--- src/rtl/trap_ctrl_rv32_if.sv ---
// Boundary-instruction and CSR-side signals of the RV32 machine-mode trap sequencer.
// The slave modport is the sequencer; the master modport is the pipeline/CSR side driving it.
interface trap_ctrl_rv32_if;
  logic        instr_valid_in;
  logic        stall_in;
  logic [31:0] pc_in;
  logic [31:0] mtvec_in;
  logic        mie_in;
  logic        meie_in, msie_in, mtie_in;
  logic        meip_in, msip_in, mtip_in;
  logic        illegal_in, ecall_in, ebreak_in, ialign_in, lalign_in, salign_in;
  logic        mret_in;
  logic [31:0] mepc_in;

  logic        mie_clear_out;
  logic        mie_set_out;
  logic        cause_we_out;
  logic [31:0] cause_out;
  logic        epc_we_out;
  logic [31:0] epc_out;
  logic        redirect_out;
  logic [31:0] redirect_pc_out;
  logic        flush_out;
  logic        busy_out;

  modport master (
    output instr_valid_in, stall_in, pc_in, mtvec_in, mie_in,
           meie_in, msie_in, mtie_in, meip_in, msip_in, mtip_in,
           illegal_in, ecall_in, ebreak_in, ialign_in, lalign_in, salign_in,
           mret_in, mepc_in,
    input  mie_clear_out, mie_set_out, cause_we_out, cause_out, epc_we_out, epc_out,
           redirect_out, redirect_pc_out, flush_out, busy_out
  );

  modport slave (
    input  instr_valid_in, stall_in, pc_in, mtvec_in, mie_in,
           meie_in, msie_in, mtie_in, meip_in, msip_in, mtip_in,
           illegal_in, ecall_in, ebreak_in, ialign_in, lalign_in, salign_in,
           mret_in, mepc_in,
    output mie_clear_out, mie_set_out, cause_we_out, cause_out, epc_we_out, epc_out,
           redirect_out, redirect_pc_out, flush_out, busy_out
  );
endinterface

--- src/rtl/trap_ctrl_rv32.sv ---
// Machine-mode trap sequencer: arbitrates interrupts, exceptions and MRET at the commit
// boundary and emits registered mstatus/mcause/mepc strobes plus a PC redirect and flush.
module trap_ctrl_rv32 #(
  parameter bit VECTORED   = 1'b0,
  parameter bit MEPC_ALIGN = 1'b1
) (
  input  logic             clk_in,
  input  logic             rst_in,
  trap_ctrl_rv32_if.slave  bus
);

  typedef enum logic [1:0] {RUN, ENTER, RETURN, DRAIN} state_e;

  state_e      state_q, state_d;
  logic        mie_clear_q, mie_clear_d;
  logic        mie_set_q, mie_set_d;
  logic        cause_we_q, cause_we_d;
  logic        epc_we_q, epc_we_d;
  logic        redirect_q, redirect_d;
  logic        flush_q, flush_d;
  logic        busy_q, busy_d;
  logic [31:0] cause_q, cause_d;
  logic [31:0] epc_q, epc_d;
  logic [31:0] redirect_pc_q, redirect_pc_d;

  logic        irq_mei, irq_msi, irq_mti, irq_take;
  logic [3:0]  irq_code, exc_code;
  logic        exc_any;
  logic        decide;
  logic [31:0] tvec_base, epc_next;
  logic        unused_mtvec_mode;

  assign irq_mei  = bus.meip_in & bus.meie_in;
  assign irq_msi  = bus.msip_in & bus.msie_in;
  assign irq_mti  = bus.mtip_in & bus.mtie_in;
  assign irq_take = bus.mie_in & (irq_mei | irq_msi | irq_mti);
  assign decide   = bus.instr_valid_in & ~bus.stall_in;

  // The mtvec mode bits only select vectoring in software; here VECTORED fixes it.
  assign tvec_base         = {bus.mtvec_in[31:2], 2'b00};
  assign unused_mtvec_mode = ^bus.mtvec_in[1:0];
  assign epc_next          = MEPC_ALIGN ? {bus.pc_in[31:2], 2'b00} : bus.pc_in;

  // NOTE: every variable gets a default at the top of an always_comb so no path infers a latch.
  always_comb begin
    irq_code = 4'd7;
    if (irq_mei)      irq_code = 4'd11;
    else if (irq_msi) irq_code = 4'd3;

    exc_any  = 1'b1;
    exc_code = 4'd0;
    if (bus.ialign_in)       exc_code = 4'd0;
    else if (bus.illegal_in) exc_code = 4'd2;
    else if (bus.ebreak_in)  exc_code = 4'd3;
    else if (bus.ecall_in)   exc_code = 4'd11;
    else if (bus.lalign_in)  exc_code = 4'd4;
    else if (bus.salign_in)  exc_code = 4'd6;
    else                     exc_any  = 1'b0;
  end

  always_comb begin
    state_d       = state_q;
    cause_d       = cause_q;
    epc_d         = epc_q;
    redirect_pc_d = redirect_pc_q;
    mie_clear_d   = 1'b0;
    mie_set_d     = 1'b0;
    cause_we_d    = 1'b0;
    epc_we_d      = 1'b0;
    redirect_d    = 1'b0;
    flush_d       = 1'b0;
    busy_d        = 1'b0;

    case (state_q)
      RUN: begin
        if (decide && (irq_take || exc_any)) begin
          state_d     = ENTER;
          mie_clear_d = 1'b1;
          cause_we_d  = 1'b1;
          epc_we_d    = 1'b1;
          redirect_d  = 1'b1;
          flush_d     = 1'b1;
          busy_d      = 1'b1;
          epc_d       = epc_next;
          cause_d     = irq_take ? {1'b1, 27'b0, irq_code} : {28'b0, exc_code};
          redirect_pc_d = (irq_take && VECTORED) ? tvec_base + {26'b0, irq_code, 2'b00}
                                                 : tvec_base;
        end else if (decide && bus.mret_in) begin
          // An interrupt or exception on the same boundary pre-empts MRET above.
          state_d       = RETURN;
          mie_set_d     = 1'b1;
          redirect_d    = 1'b1;
          flush_d       = 1'b1;
          busy_d        = 1'b1;
          redirect_pc_d = bus.mepc_in;
        end
      end
      ENTER, RETURN: begin
        state_d = DRAIN;
        busy_d  = 1'b1;
      end
      DRAIN:   state_d = RUN;
      default: state_d = RUN;
    endcase
  end

  // NOTE: sequential state is assigned with <= only, so all flops update from pre-edge values.
  always_ff @(posedge clk_in or negedge rst_in) begin
    if (!rst_in) begin
      state_q       <= RUN;
      mie_clear_q   <= 1'b0;
      mie_set_q     <= 1'b0;
      cause_we_q    <= 1'b0;
      epc_we_q      <= 1'b0;
      redirect_q    <= 1'b0;
      flush_q       <= 1'b0;
      busy_q        <= 1'b0;
      cause_q       <= '0;
      epc_q         <= '0;
      redirect_pc_q <= '0;
    end else begin
      state_q       <= state_d;
      mie_clear_q   <= mie_clear_d;
      mie_set_q     <= mie_set_d;
      cause_we_q    <= cause_we_d;
      epc_we_q      <= epc_we_d;
      redirect_q    <= redirect_d;
      flush_q       <= flush_d;
      busy_q        <= busy_d;
      cause_q       <= cause_d;
      epc_q         <= epc_d;
      redirect_pc_q <= redirect_pc_d;
    end
  end

  assign bus.mie_clear_out   = mie_clear_q;
  assign bus.mie_set_out     = mie_set_q;
  assign bus.cause_we_out    = cause_we_q;
  assign bus.cause_out       = cause_q;
  assign bus.epc_we_out      = epc_we_q;
  assign bus.epc_out         = epc_q;
  assign bus.redirect_out    = redirect_q;
  assign bus.redirect_pc_out = redirect_pc_q;
  assign bus.flush_out       = flush_q;
  assign bus.busy_out        = busy_q;

endmodule

--- src/flat_wrapper.sv ---
// flat-port wrapper written by rule: the top's interface ports become plain ports
module trap_ctrl_rv32_flat 
#(
  parameter bit VECTORED   = 1'b0,
  parameter bit MEPC_ALIGN = 1'b1
)
  (clk_in, rst_in, bus_instr_valid_in, bus_stall_in, bus_pc_in, bus_mtvec_in, bus_mie_in, bus_meie_in, bus_msie_in, bus_mtie_in, bus_meip_in, bus_msip_in, bus_mtip_in, bus_illegal_in, bus_ecall_in, bus_ebreak_in, bus_ialign_in, bus_lalign_in, bus_salign_in, bus_mret_in, bus_mepc_in, bus_mie_clear_out, bus_mie_set_out, bus_cause_we_out, bus_cause_out, bus_epc_we_out, bus_epc_out, bus_redirect_out, bus_redirect_pc_out, bus_flush_out, bus_busy_out);
  trap_ctrl_rv32_if bus_i ();
  input  logic clk_in;
  input  logic rst_in;
  input wire logic [$bits(bus_i.instr_valid_in)-1:0] bus_instr_valid_in;
  input wire logic [$bits(bus_i.stall_in)-1:0] bus_stall_in;
  input wire logic [$bits(bus_i.pc_in)-1:0] bus_pc_in;
  input wire logic [$bits(bus_i.mtvec_in)-1:0] bus_mtvec_in;
  input wire logic [$bits(bus_i.mie_in)-1:0] bus_mie_in;
  input wire logic [$bits(bus_i.meie_in)-1:0] bus_meie_in;
  input wire logic [$bits(bus_i.msie_in)-1:0] bus_msie_in;
  input wire logic [$bits(bus_i.mtie_in)-1:0] bus_mtie_in;
  input wire logic [$bits(bus_i.meip_in)-1:0] bus_meip_in;
  input wire logic [$bits(bus_i.msip_in)-1:0] bus_msip_in;
  input wire logic [$bits(bus_i.mtip_in)-1:0] bus_mtip_in;
  input wire logic [$bits(bus_i.illegal_in)-1:0] bus_illegal_in;
  input wire logic [$bits(bus_i.ecall_in)-1:0] bus_ecall_in;
  input wire logic [$bits(bus_i.ebreak_in)-1:0] bus_ebreak_in;
  input wire logic [$bits(bus_i.ialign_in)-1:0] bus_ialign_in;
  input wire logic [$bits(bus_i.lalign_in)-1:0] bus_lalign_in;
  input wire logic [$bits(bus_i.salign_in)-1:0] bus_salign_in;
  input wire logic [$bits(bus_i.mret_in)-1:0] bus_mret_in;
  input wire logic [$bits(bus_i.mepc_in)-1:0] bus_mepc_in;
  output wire logic [$bits(bus_i.mie_clear_out)-1:0] bus_mie_clear_out;
  output wire logic [$bits(bus_i.mie_set_out)-1:0] bus_mie_set_out;
  output wire logic [$bits(bus_i.cause_we_out)-1:0] bus_cause_we_out;
  output wire logic [$bits(bus_i.cause_out)-1:0] bus_cause_out;
  output wire logic [$bits(bus_i.epc_we_out)-1:0] bus_epc_we_out;
  output wire logic [$bits(bus_i.epc_out)-1:0] bus_epc_out;
  output wire logic [$bits(bus_i.redirect_out)-1:0] bus_redirect_out;
  output wire logic [$bits(bus_i.redirect_pc_out)-1:0] bus_redirect_pc_out;
  output wire logic [$bits(bus_i.flush_out)-1:0] bus_flush_out;
  output wire logic [$bits(bus_i.busy_out)-1:0] bus_busy_out;
  assign bus_i.instr_valid_in = bus_instr_valid_in;
  assign bus_i.stall_in = bus_stall_in;
  assign bus_i.pc_in = bus_pc_in;
  assign bus_i.mtvec_in = bus_mtvec_in;
  assign bus_i.mie_in = bus_mie_in;
  assign bus_i.meie_in = bus_meie_in;
  assign bus_i.msie_in = bus_msie_in;
  assign bus_i.mtie_in = bus_mtie_in;
  assign bus_i.meip_in = bus_meip_in;
  assign bus_i.msip_in = bus_msip_in;
  assign bus_i.mtip_in = bus_mtip_in;
  assign bus_i.illegal_in = bus_illegal_in;
  assign bus_i.ecall_in = bus_ecall_in;
  assign bus_i.ebreak_in = bus_ebreak_in;
  assign bus_i.ialign_in = bus_ialign_in;
  assign bus_i.lalign_in = bus_lalign_in;
  assign bus_i.salign_in = bus_salign_in;
  assign bus_i.mret_in = bus_mret_in;
  assign bus_i.mepc_in = bus_mepc_in;
  assign bus_mie_clear_out = bus_i.mie_clear_out;
  assign bus_mie_set_out = bus_i.mie_set_out;
  assign bus_cause_we_out = bus_i.cause_we_out;
  assign bus_cause_out = bus_i.cause_out;
  assign bus_epc_we_out = bus_i.epc_we_out;
  assign bus_epc_out = bus_i.epc_out;
  assign bus_redirect_out = bus_i.redirect_out;
  assign bus_redirect_pc_out = bus_i.redirect_pc_out;
  assign bus_flush_out = bus_i.flush_out;
  assign bus_busy_out = bus_i.busy_out;
  trap_ctrl_rv32 #(.VECTORED(VECTORED), .MEPC_ALIGN(MEPC_ALIGN)) u_core (.clk_in(clk_in), .rst_in(rst_in), .bus(bus_i));
endmodule
--- config.mk ---
export PLATFORM = sky130hd
export DESIGN_NAME = trap_ctrl_rv32_flat
export DESIGN_NICKNAME = d
export VERILOG_FILES = /design/src/rtl/trap_ctrl_rv32_if.sv /design/src/rtl/trap_ctrl_rv32.sv /design/src/flat_wrapper.sv
export SDC_FILE = /design/constraint.sdc
export NUM_CORES = 1
export LEC_CHECK = 0
export ABC_CLOCK_PERIOD_IN_PS = 1800
export CAP_MARGIN = 20
export CORE_MARGIN = 5
export CORE_UTILIZATION = 40
export CTS_BUF_LIST = sky130_fd_sc_hd__clkbuf_8
export CTS_CLUSTER_SIZE = 8
export DETAILED_ROUTE_END_ITERATION = 10
export PLACE_DENSITY = 0.83
export SLEW_MARGIN = 10
export SYNTH_ARGS = -nofsm -noshare
export SYNTH_HDL_FRONTEND = slang
export SYNTH_SLANG_ARGS = --single-unit
--- constraint.sdc ---
create_clock -name clk_in -period 1.8 [get_ports clk_in]
set_input_delay 0.18 -clock clk_in [delete_from_list [all_inputs] [get_ports clk_in]]
set_output_delay 0.18 -clock clk_in [all_outputs]
set_load 0.02 [all_outputs]
==> results of run 1 <==
## registers in the layout, indices dropped and copies added (netlist names)
signal,cells
u_core.bus.epc_out,30
u_core.bus.mie_set_out,1
u_core.bus.redirect_pc_out,32
u_core.bus.cause_out,5
u_core.bus.redirect_out,1
u_core.bus.cause_we_out,1
u_core.state_q,2
u_core.bus.busy_out,1
## Yosys cell counts, drive strengths merged
| library cell | number |
|---|---|
| mux2 | 33 |
| nor2 | 5 |
| a31oi | 1 |
| inv | 38 |
| conb | 1 |
| nor4b | 1 |
| and3 | 2 |
| dfrtp | 73 |
| a21oi | 1 |
| clkbuf | 10 |
| nand3 | 2 |
| a2111oi | 1 |
| a32oi | 30 |
| mux2i | 32 |
| a211o | 1 |
| o31ai | 2 |
| a32o | 1 |
| nor2b | 1 |
| nor4 | 1 |
| and2 | 31 |
| or4 | 1 |
| a22oi | 1 |
| o2111ai | 1 |
| nand2 | 3 |
| buf | 42 |
| o211ai | 2 |
| ha | 2 |
| a22o | 3 |
| o21ai | 4 |
## metrics by stage
stage | instance area (sq um) | setup slack, ns | setup TNS [ns] | utilization, % | hold WS, ns
after floorplan | 3940 | 0.193 | 0 | - | -0.116
after global placement | 5850 | -0.285 | -17.67 | 63.0 | 0.0327
after detailed placement | 5850 | -0.373 | -21.21 | 63.0 | 0.0389
after CTS | 6090 | -0.0164 | -0.0316 | 65.6 | 0.210
after global routing | 6260 | 0.0451 | 0 | 67.4 | 0.241
final | 6260 | 0.110 | 0 | 67.4 | 0.227
## what timing repair did
| action | CTS | global route |
|---|---|---|
| hold buffers | 1 | 0 |
| gates resized for setup | 0 | 8 |
| setup buffers | 0 | 4 |
| cloned | 0 | 5 |
| endpoints found under the setup margin | 2 | 54 |
| pin swaps | 1 | 4 |
| hold endpoints to repair | 49 | 0 |
## metal layers
metal / vias to the layer above / wire [um] / track usage, %
li1: 1474 / - / -
met1: 1559 / 4440 / 22.3
met2: 167 / 5830 / 32.2
met3: 18 / 988 / 5.85
met4: 0 / 211 / 6.85
met5: - / 0 / 0
## layout make-up
class                   count  area (sq um)
repair buffers            215          2250
inverters                  38           143
fillers                   730          3020
clock inverters             5          78.8
well taps                 129           161
flip-flops and latches     73          1830
multi-input cells         191          1650
clock buffers              11           151
## path summary, 6_finish.rpt
check,slack (ns),endpoint,from
setup reg to reg,0.20,u_core.bus.epc_out[22],u_core.state_q[0]
setup / recovery,0.11,u_core.bus.redirect_pc_out[7],bus_msip_in
max in group asynchronous,1.00,u_core.bus.redirect_pc_out[20],rst_in
hold / removal,0.23,u_core.bus.epc_out[27],rst_in
min in group clk_in,0.40,u_core.bus.cause_out[0],bus_illegal_in
hold reg to reg,0.51,u_core.bus.epc_out[24],u_core.bus.epc_out[24]
## worst register-to-register path: stages, from the launching register on
cell	delay, ns
sky130_fd_sc_hd__dfrtp_1	0.40
sky130_fd_sc_hd__inv_1	0.07
sky130_fd_sc_hd__ha_1	0.17
sky130_fd_sc_hd__and3_2	0.20
sky130_fd_sc_hd__buf_12	0.25
sky130_fd_sc_hd__mux2_2	0.40
## power groups by stage
stage	Combinational (mW)	Sequential [mW]	Clock (mW)
2_1_floorplan	1.37	3.78	0
3_3_place_gp	4.33	2.87	0
3_5_place_dp	4.47	2.89	0
4_1_cts	4.47	2.89	1.49
5_1_grt	4.75	3.00	1.59
6_report	4.49	2.88	1.47
## cells by family (layout without fill, tap and decap cells)
family,count (synthesis),after routing,synth area share (%)
AO/OA/AOI/OAI,48,48,10.6
flip-flops,73,73,47.6
AND/OR/NAND/NOR,47,47,7.33
adder cells (fa/ha/maj),2,2,0.652
other,1,29,0.0977
buffers and inverters,90,269,13.1
multiplexers,65,65,20.7
==> results, run 1 <==
- The top cell type by area accounts for 47.6% of the synthesized area.
- The portion of total power attributed to sequential cells is 32.6%.
- The smallest clock period supported by the final layout is computed as 1.69 ns.
- For the pin with the worst max-slew slack, the measured transition is 0.525 ns.
- The count of port buffers added during placement is 183.
- The first global-routing pass estimated 17.1 mm of wire.
- The die outline width is 108 um.
- The die covers 0.0117 sq mm.
- The synthesis-to-finish area growth is 63.1%.
- Entering global routing, the biggest net connects 62 pins.
- Detailed placement ended at an HPWL of 8.47 mm.
- The total clock buffers created by CTS is 9.
- Per report_power, the clock group accounts for 16.6% of the total.
- In this design, the stage delay of the slowest critical-path cell is 0.44 ns.
- Sequential cells were found to cover 47.6% of the synthesized design area.
- The number of max-slew violations in the final report is 0.
- The routed length per placed instance is 17.3 um.
- The top cell types in the final layout, fill and taps aside, are sky130_fd_sc_hd__clkdlybuf4s50_1, sky130_fd_sc_hd__dfrtp_1, sky130_fd_sc_hd__inv_1.
- The final layout contains 644 nets.
- The region available for standard cell placement spans 0.00928 sq mm.
- Once detail routing completed, the nets flagged for antenna violations numbered 0.
- Once layout is complete, the cells apart from fillers number 662.
- Routability-driven placement finished with a final weighted congestion of 0.803.
- Setup repair after global routing left no endpoint under its margin.
- The site row count is 35.
- Global routing finished with a remaining overflow of 0.
- The net switching power is 3.14 mW.
- The die is 108 um tall.
- The analysis attributes to cell leakage a power of 2.98 nW.
- The most common cell type on the critical path is sky130_fd_sc_hd__buf_4.
- Leaving out fill and tap cells, the most frequent cell in the layout is sky130_fd_sc_hd__clkdlybuf4s50_1.
- The highest achievable clock rate is 592 MHz.
- After detailed placement, the design holds a cell count of 636.
- Detailed routing inserted a total of 3218 vias.
- The sink count of the clock tree is 73.
- Among all stages on the critical path, the largest delay is contributed by sky130_fd_sc_hd__clkdlybuf4s50_1.
- The kind of end point of the critical path is a flop.
- The data required time of the worst path is 2.05 ns.
- The first detailed-routing pass took 4 iterations.
- The first routing iteration left 93 violations.
- The most area-hungry cell type in the Yosys netlist is sky130_fd_sc_hd__dfrtp_1.
- The total power after layout is 8.84 mW.
- Between clock sinks in the finished design, the worst skew comes to 0.0111 ns.
- TritonCTS built the clock tree.
- The number of max-capacitance violations reported is 0.
- The instance count on the critical path is 8.
- The number of H-tree levels is 3.
- The flop and latch count out of synthesis is 73.
- The switching power as a share of total power is 35.5%.
- Using the TritonRoute via totals, the vias-per-cell ratio works out to 4.86.
- The cell sitting at the root of the clock tree is a sky130_fd_sc_hd__clkbuf_8.
- The critical path goes through clkdlybuf4s50_1 > a22oi_2 > o2111ai_2 > buf_4 > o211ai_4 > buf_4 > buf_12 > mux2i_1.
- The type of the most critical hold path is in2async.
- After clock tree synthesis, the clock-pin slew on the worst setup and hold paths is 0.08 ns.
- In the synthesized netlist, the number of instances is 326.
- The flow ran to the end, and the final reports show no timing, DRC or antenna violations.
- The final cycle utilization of the critical path is 93.9%.
- The peak supply drop is 640 uV.
- The cell area that synthesis handed to floorplanning was 0.00384 sq mm.
- The data arrival time at the worst-slack endpoint is 1.94 ns.
- In the routed design, unresolved DRC markers number 0.
- The overall global routing resource usage is 18.8%.
- Counting both buffers and inverters, the worst setup path holds a total of 4.
- The critical path's top delay family is buffers and inverters.
- The part of the total power dissipated in combinational logic is 50.8%.
- Wires add up to 11.5 mm.
- The maximum buffer depth of the clock tree is 2.
- The layout cell share with drive strength beyond 1 is 16.7%.
- The via count of the first global-routing pass is 3377.
- The type of the worst setup path is in2reg.
- Each instance of the synthesized netlist takes up on average 11.8 sq um.
- The starting utilization of the core area is 41.3%.
- The relative slew slack is 64.6%.
- The highest net fanout along the worst path is 11.
- The initial antenna violation count is 0.
- For the worst-skew pair, the clock arrives at the later sink with an insertion delay of 0.34 ns.
- The type of element launching the critical path is an input pin.
- The antenna diode count is 0.
- In the post-synthesis netlist, the biggest area contributors are sky130_fd_sc_hd__dfrtp_1, sky130_fd_sc_hd__mux2_4, sky130_fd_sc_hd__mux2i_1, sky130_fd_sc_hd__a32oi_1, sky130_fd_sc_hd__buf_4.
- The count of boundary I/O pins is 217.
- The internal power component is 5.70 mW.
- The number of library cell types mapped by synthesis is 33.
- The total count of hold-check failures in the final report came to 0.
- Counting cells, the worst reg-to-reg path comes to 5.
- During synthesis, Yosys emitted a total of 0 warnings.
- The final count of negative-setup-slack endpoints is 0.
- Dividing total power by cell area gives a power density of 1410 mW/mm^2.
(Power assumes the default switching activity.)
==> run 2: changes to the inputs <==
Settings changed: ABC_AREA set to 1, ABC_CLOCK_PERIOD_IN_PS 1800 to 2190, CORE_UTILIZATION 40 to 42, PLACE_DENSITY 0.83 to 0.89.
Clock period 1.8 ns to 2.19 ns, I/O delays scaled along.
==> run 2 against run 1 <==
- area after synthesis is 5.1% lower
- cell count is 15% higher
- worst setup slack better by 0.34 ns
- critical endpoint is now u_core.bus.redirect_pc_out[26]
- combinational power is 27% lower
- register-to-register slack better by 0.28 ns
- synthesized cell count is 46% higher
- clock power is 24% lower
==> results, run 2 <==
- The clock insertion delay at the later pin of the skew report was 0.33 ns (about the same).
- The synthesis-to-finish area growth is 54.6%.
- The net count reported at finish is 764 (+19%).
- The clock tree from TritonCTS is done.
- The highest achievable clock rate is 575 MHz.
- The routed length per placed instance is 13.9 um (-20%).
- The data required time of the worst path is 2.41 ns (+0.36 ns).
- The number of H-tree levels is 3 (unchanged).
- The leakage component of the power is 2.85 nW (-4.5%).
- The flop and latch count out of synthesis is 73 (unchanged).
- The run finished with clean final reports.
- The most common cell after layout, fill and taps aside is sky130_fd_sc_hd__nand2_1.
- The average instance area after synthesis is 7.67 sq um (-35%).
- The maximum buffer depth of the clock tree is 2 (unchanged).
- The residual antenna-violating net count after detailed routing is 0 (unchanged).
- The die outline width is 103 um (-4.5%).
- The flip-flop cell with the highest count after synthesis is sky130_fd_sc_hd__dfrtp_1.
- The antenna diode count came to 0 (unchanged).
- The number of DRC violations after detailed routing is 0 (unchanged).
- The proportion of netlist area held by the largest area contributor is 50.2% (+2.6 points).
- The number of library cell types mapped by synthesis is 20 (-39%).
- The post-DP HPWL is 8.02 mm (-5.3%).
- The leftover overflow at the end of global routing was 0 (unchanged).
- In the synthesized netlist, the cells that appear most often are sky130_fd_sc_hd__nand2_1, sky130_fd_sc_hd__dfrtp_1, sky130_fd_sc_hd__nand3_1.
- The overall global routing resource usage is 20.1% (+1.3 points).
- The final cycle utilization of the critical path is 79.5%.
- The relative slew slack was 40.2% (-24 points).
- The transition time at the pin with the least slew margin is 0.897 ns (+0.372 ns).
- The number of max-slew violations in the final report was 0 (unchanged).
- The master cell of the clock root buffer is sky130_fd_sc_hd__clkbuf_8.
- The post-route clock skew came to 0.00805 ns (-0.00305 ns).
- The sum of negative setup slack is 0 ns (unchanged).
- The share of synthesized registers carrying an async set or reset is 100% (unchanged).
- The total die area is 0.0106 sq mm (-8.8%).
- The via count of the first global-routing pass was 3642 (+7.8%).
- The number of max-capacitance violations reported is 0 (unchanged).
- The final wirelength is 10.6 mm (-7.9%).
- The number of flip-flops under the largest register name is 32 (unchanged).
- The height of the die came to 103 um (-4.5%).
- By area the synthesized netlist is led by sky130_fd_sc_hd__dfrtp_1, sky130_fd_sc_hd__nand2_1, sky130_fd_sc_hd__nand3_1, sky130_fd_sc_hd__buf_4, sky130_fd_sc_hd__buf_2.
- The layout cell share with drive strength beyond 1 is 4.90% (-12 points).
- In the layout the commonest cells are sky130_fd_sc_hd__nand2_1, sky130_fd_sc_hd__clkdlybuf4s50_1, sky130_fd_sc_hd__dfrtp_1.
- The detailed-route vias per instance is 4.63 (-4.7%).
- STA classifies the critical path startpoint as an input pin.
- The most area-hungry cell type in the Yosys netlist is sky130_fd_sc_hd__dfrtp_1.
- The worst setup path is captured at a flop.
- The pin count of the biggest net entering global routing came to 74 (+19%).
- The most frequent cell after synthesis is sky130_fd_sc_hd__nand2_1.
- The source of the worst register-to-register timing path is u_core.state_q[0].
- The number of cells upsized or downsized after cts is 0 (unchanged).
- The number of detailed-route iterations in the first pass is 4 (unchanged).
- The final count of negative-setup-slack endpoints is 0 (unchanged).
- The type of the most critical hold path is in2async.
- The count of boundary I/O pins is 217 (unchanged).
- The smallest clock period supported by the final layout is computed as 1.74 ns.
- The total clock buffers created by CTS was 9 (unchanged).
- The count of port buffers added during placement came to 183 (unchanged).
- The power per unit of standard cell area is 1180 mW/mm^2 (-17%).
- The wire length of the first global-routing pass is 16.9 mm (-1.4%).
- The count of flip-flops with a built-in enable after synthesis is 0 (unchanged).
- The share of the yosys chip area belonging to registers came to 50.2% (+2.6 points).
- The post-cts hold buffer count is 0 (-1).
- The register-to-register setup slack came to 0.48 ns (+0.28 ns).
- The count of mapped cells out of synthesis is 475 (+46%).
- The area of the mapped netlist was 0.00364 sq mm (-5.1%).
- The site row count was 34 (-2.9%).
- The sink count of the clock tree is 73 (unchanged).
- The first-iteration detailed-routing DRC count is 100 (+7.5%).
- The final cell utilization of the core is 65.5% (-1.9 points).
- The core area is 0.00859 sq mm (-7.4%).
- The number of warnings issued by yosys was 0 (unchanged).
- The initial antenna violation count is 0 (unchanged).
- Setup repair after global routing left no endpoint under its margin.
- The peak supply drop is 429 uV (-33%).
- The highest net fanout along the worst path was 32 (+21).
- The path depth of the worst reg2reg path was 6 (+1).
- The starting utilization of the core area is 42.4% (+1.0 points).
- The number of buffers added for setup after CTS was 0 (unchanged).
- The detailed-route via count was 3526 (+9.6%).
- The data arrival time at the worst-slack endpoint was 1.96 ns (+0.02 ns).
- The type of the worst setup path is in2reg.
- The endpoint identified for the worst register-to-register timing path is u_core.bus.redirect_pc_out[5].
- The count of filler cells inserted in the layout is 718 (-1.6%).
- The total count of hold-check failures in the final report is 0 (unchanged).
- The final weighted congestion of routability-driven global placement came to 0.773 (-3.8%).
- The clock-pin slew on the worst setup and hold paths is 0.08 ns (about the same).
run 2: cell count changes after synthesis, moves of 6 or more:
| cell | previous run | this run |
|---|---|---|
| sky130_fd_sc_hd__a32oi_1 | 30 | 0 |
| sky130_fd_sc_hd__mux2_4 | 27 | 0 |
| sky130_fd_sc_hd__and2_1 | 31 | 0 |
| sky130_fd_sc_hd__inv_1 | 38 | 12 |
| sky130_fd_sc_hd__mux2_2 | 6 | 0 |
| sky130_fd_sc_hd__nand3_1 | 2 | 70 |
| sky130_fd_sc_hd__mux2i_1 | 32 | 0 |
| sky130_fd_sc_hd__nand2_1 | 3 | 240 |
| sky130_fd_sc_hd__buf_2 | 3 | 15 |
| sky130_fd_sc_hd__clkbuf_1 | 10 | 4 |
run 2: worst max path at each step:
| stage | start | endpoint | slack (ns) | cells after the start |
|---|---|---|---|---|
| 5_1_grt | bus_msip_in | u_core.bus.redirect_pc_out[3] | 0.28 | 12 |
| 4_1_cts | bus_meip_in | u_core.bus.redirect_pc_out[26] | 0.45 | 12 |
| 6_report | bus_meip_in | u_core.bus.redirect_pc_out[26] | 0.45 | 12 |
| 3_5_place_dp | bus_meip_in | u_core.bus.redirect_pc_out[26] | 0.08 | 12 |
| 3_3_place_gp | bus_meip_in | u_core.bus.redirect_pc_out[23] | 0.12 | 12 |
| 2_1_floorplan | u_core.state_q[0] | u_core.bus.redirect_pc_out[0] | 0.80 | 7 |
run 2: metal layers:
layer	global-route usage [%]	vias to the layer above	wire length, um
met5	0	-	0
met4	6.57	0	127
met3	6.63	12	1040
met2	35.5	153	5300
met1	23.0	1598	4090
li1	-	1763	-
run 2: cell type report:
class	instances	area, sq um	share of cell area [%]
repair buffers	191	1900	33.8
clock buffers	12	165	2.93
well taps	108	135	2.40
inverters	13	48.8	0.866
clock inverters	4	50.0	0.889
flip-flops and latches	73	1830	32.4
multi-input cells	360	1500	26.7
run 2: report_power, final:
| part | internal (mW) | switching [mW] |
|---|---|---|
| Combinational | 1.52 | 1.74 |
| Sequential | 1.94 | 0.319 |
| Clock | 0.618 | 0.490 |
| Total | 4.07 | 2.55 |
run 2: through the flow:
stage	total power, mW	std cells	cell area, sq um	hold WS [ns]	worst slack [ns]
floorplan	3.93	503	3750	-0.0766	0.797
global placement	5.44	745	5420	0.392	0.119
detailed placement	5.57	745	5420	0.407	0.0777
CTS	6.71	761	5630	0.0326	0.446
global route	7.08	761	5630	0.0861	0.283
finish	6.62	761	5630	0.00745	0.450
run 2: kinds of logic after synthesis:
kind of cell	Yosys count	synth area share, %
AO/OA/AOI/OAI	4	0.550
adder cells (fa/ha/maj)	2	0.687
buffers and inverters	70	11.4
flip-flops	73	50.2
other	1	0.103
AND/OR/NAND/NOR	325	37.1
run 2: worst max-delay path, cell delays in order:
cell	delay [ns]
sky130_fd_sc_hd__clkdlybuf4s50_1	0.47
sky130_fd_sc_hd__nand2_1	0.05
sky130_fd_sc_hd__nand3_1	0.07
sky130_fd_sc_hd__nand2_1	0.13
sky130_fd_sc_hd__nand2_2	0.13
sky130_fd_sc_hd__buf_4	0.32
sky130_fd_sc_hd__nand2_2	0.12
sky130_fd_sc_hd__buf_4	0.19
sky130_fd_sc_hd__nand2_1	0.06
sky130_fd_sc_hd__nand2_1	0.05
sky130_fd_sc_hd__nand2_1	0.05
sky130_fd_sc_hd__nand2_1	0.07
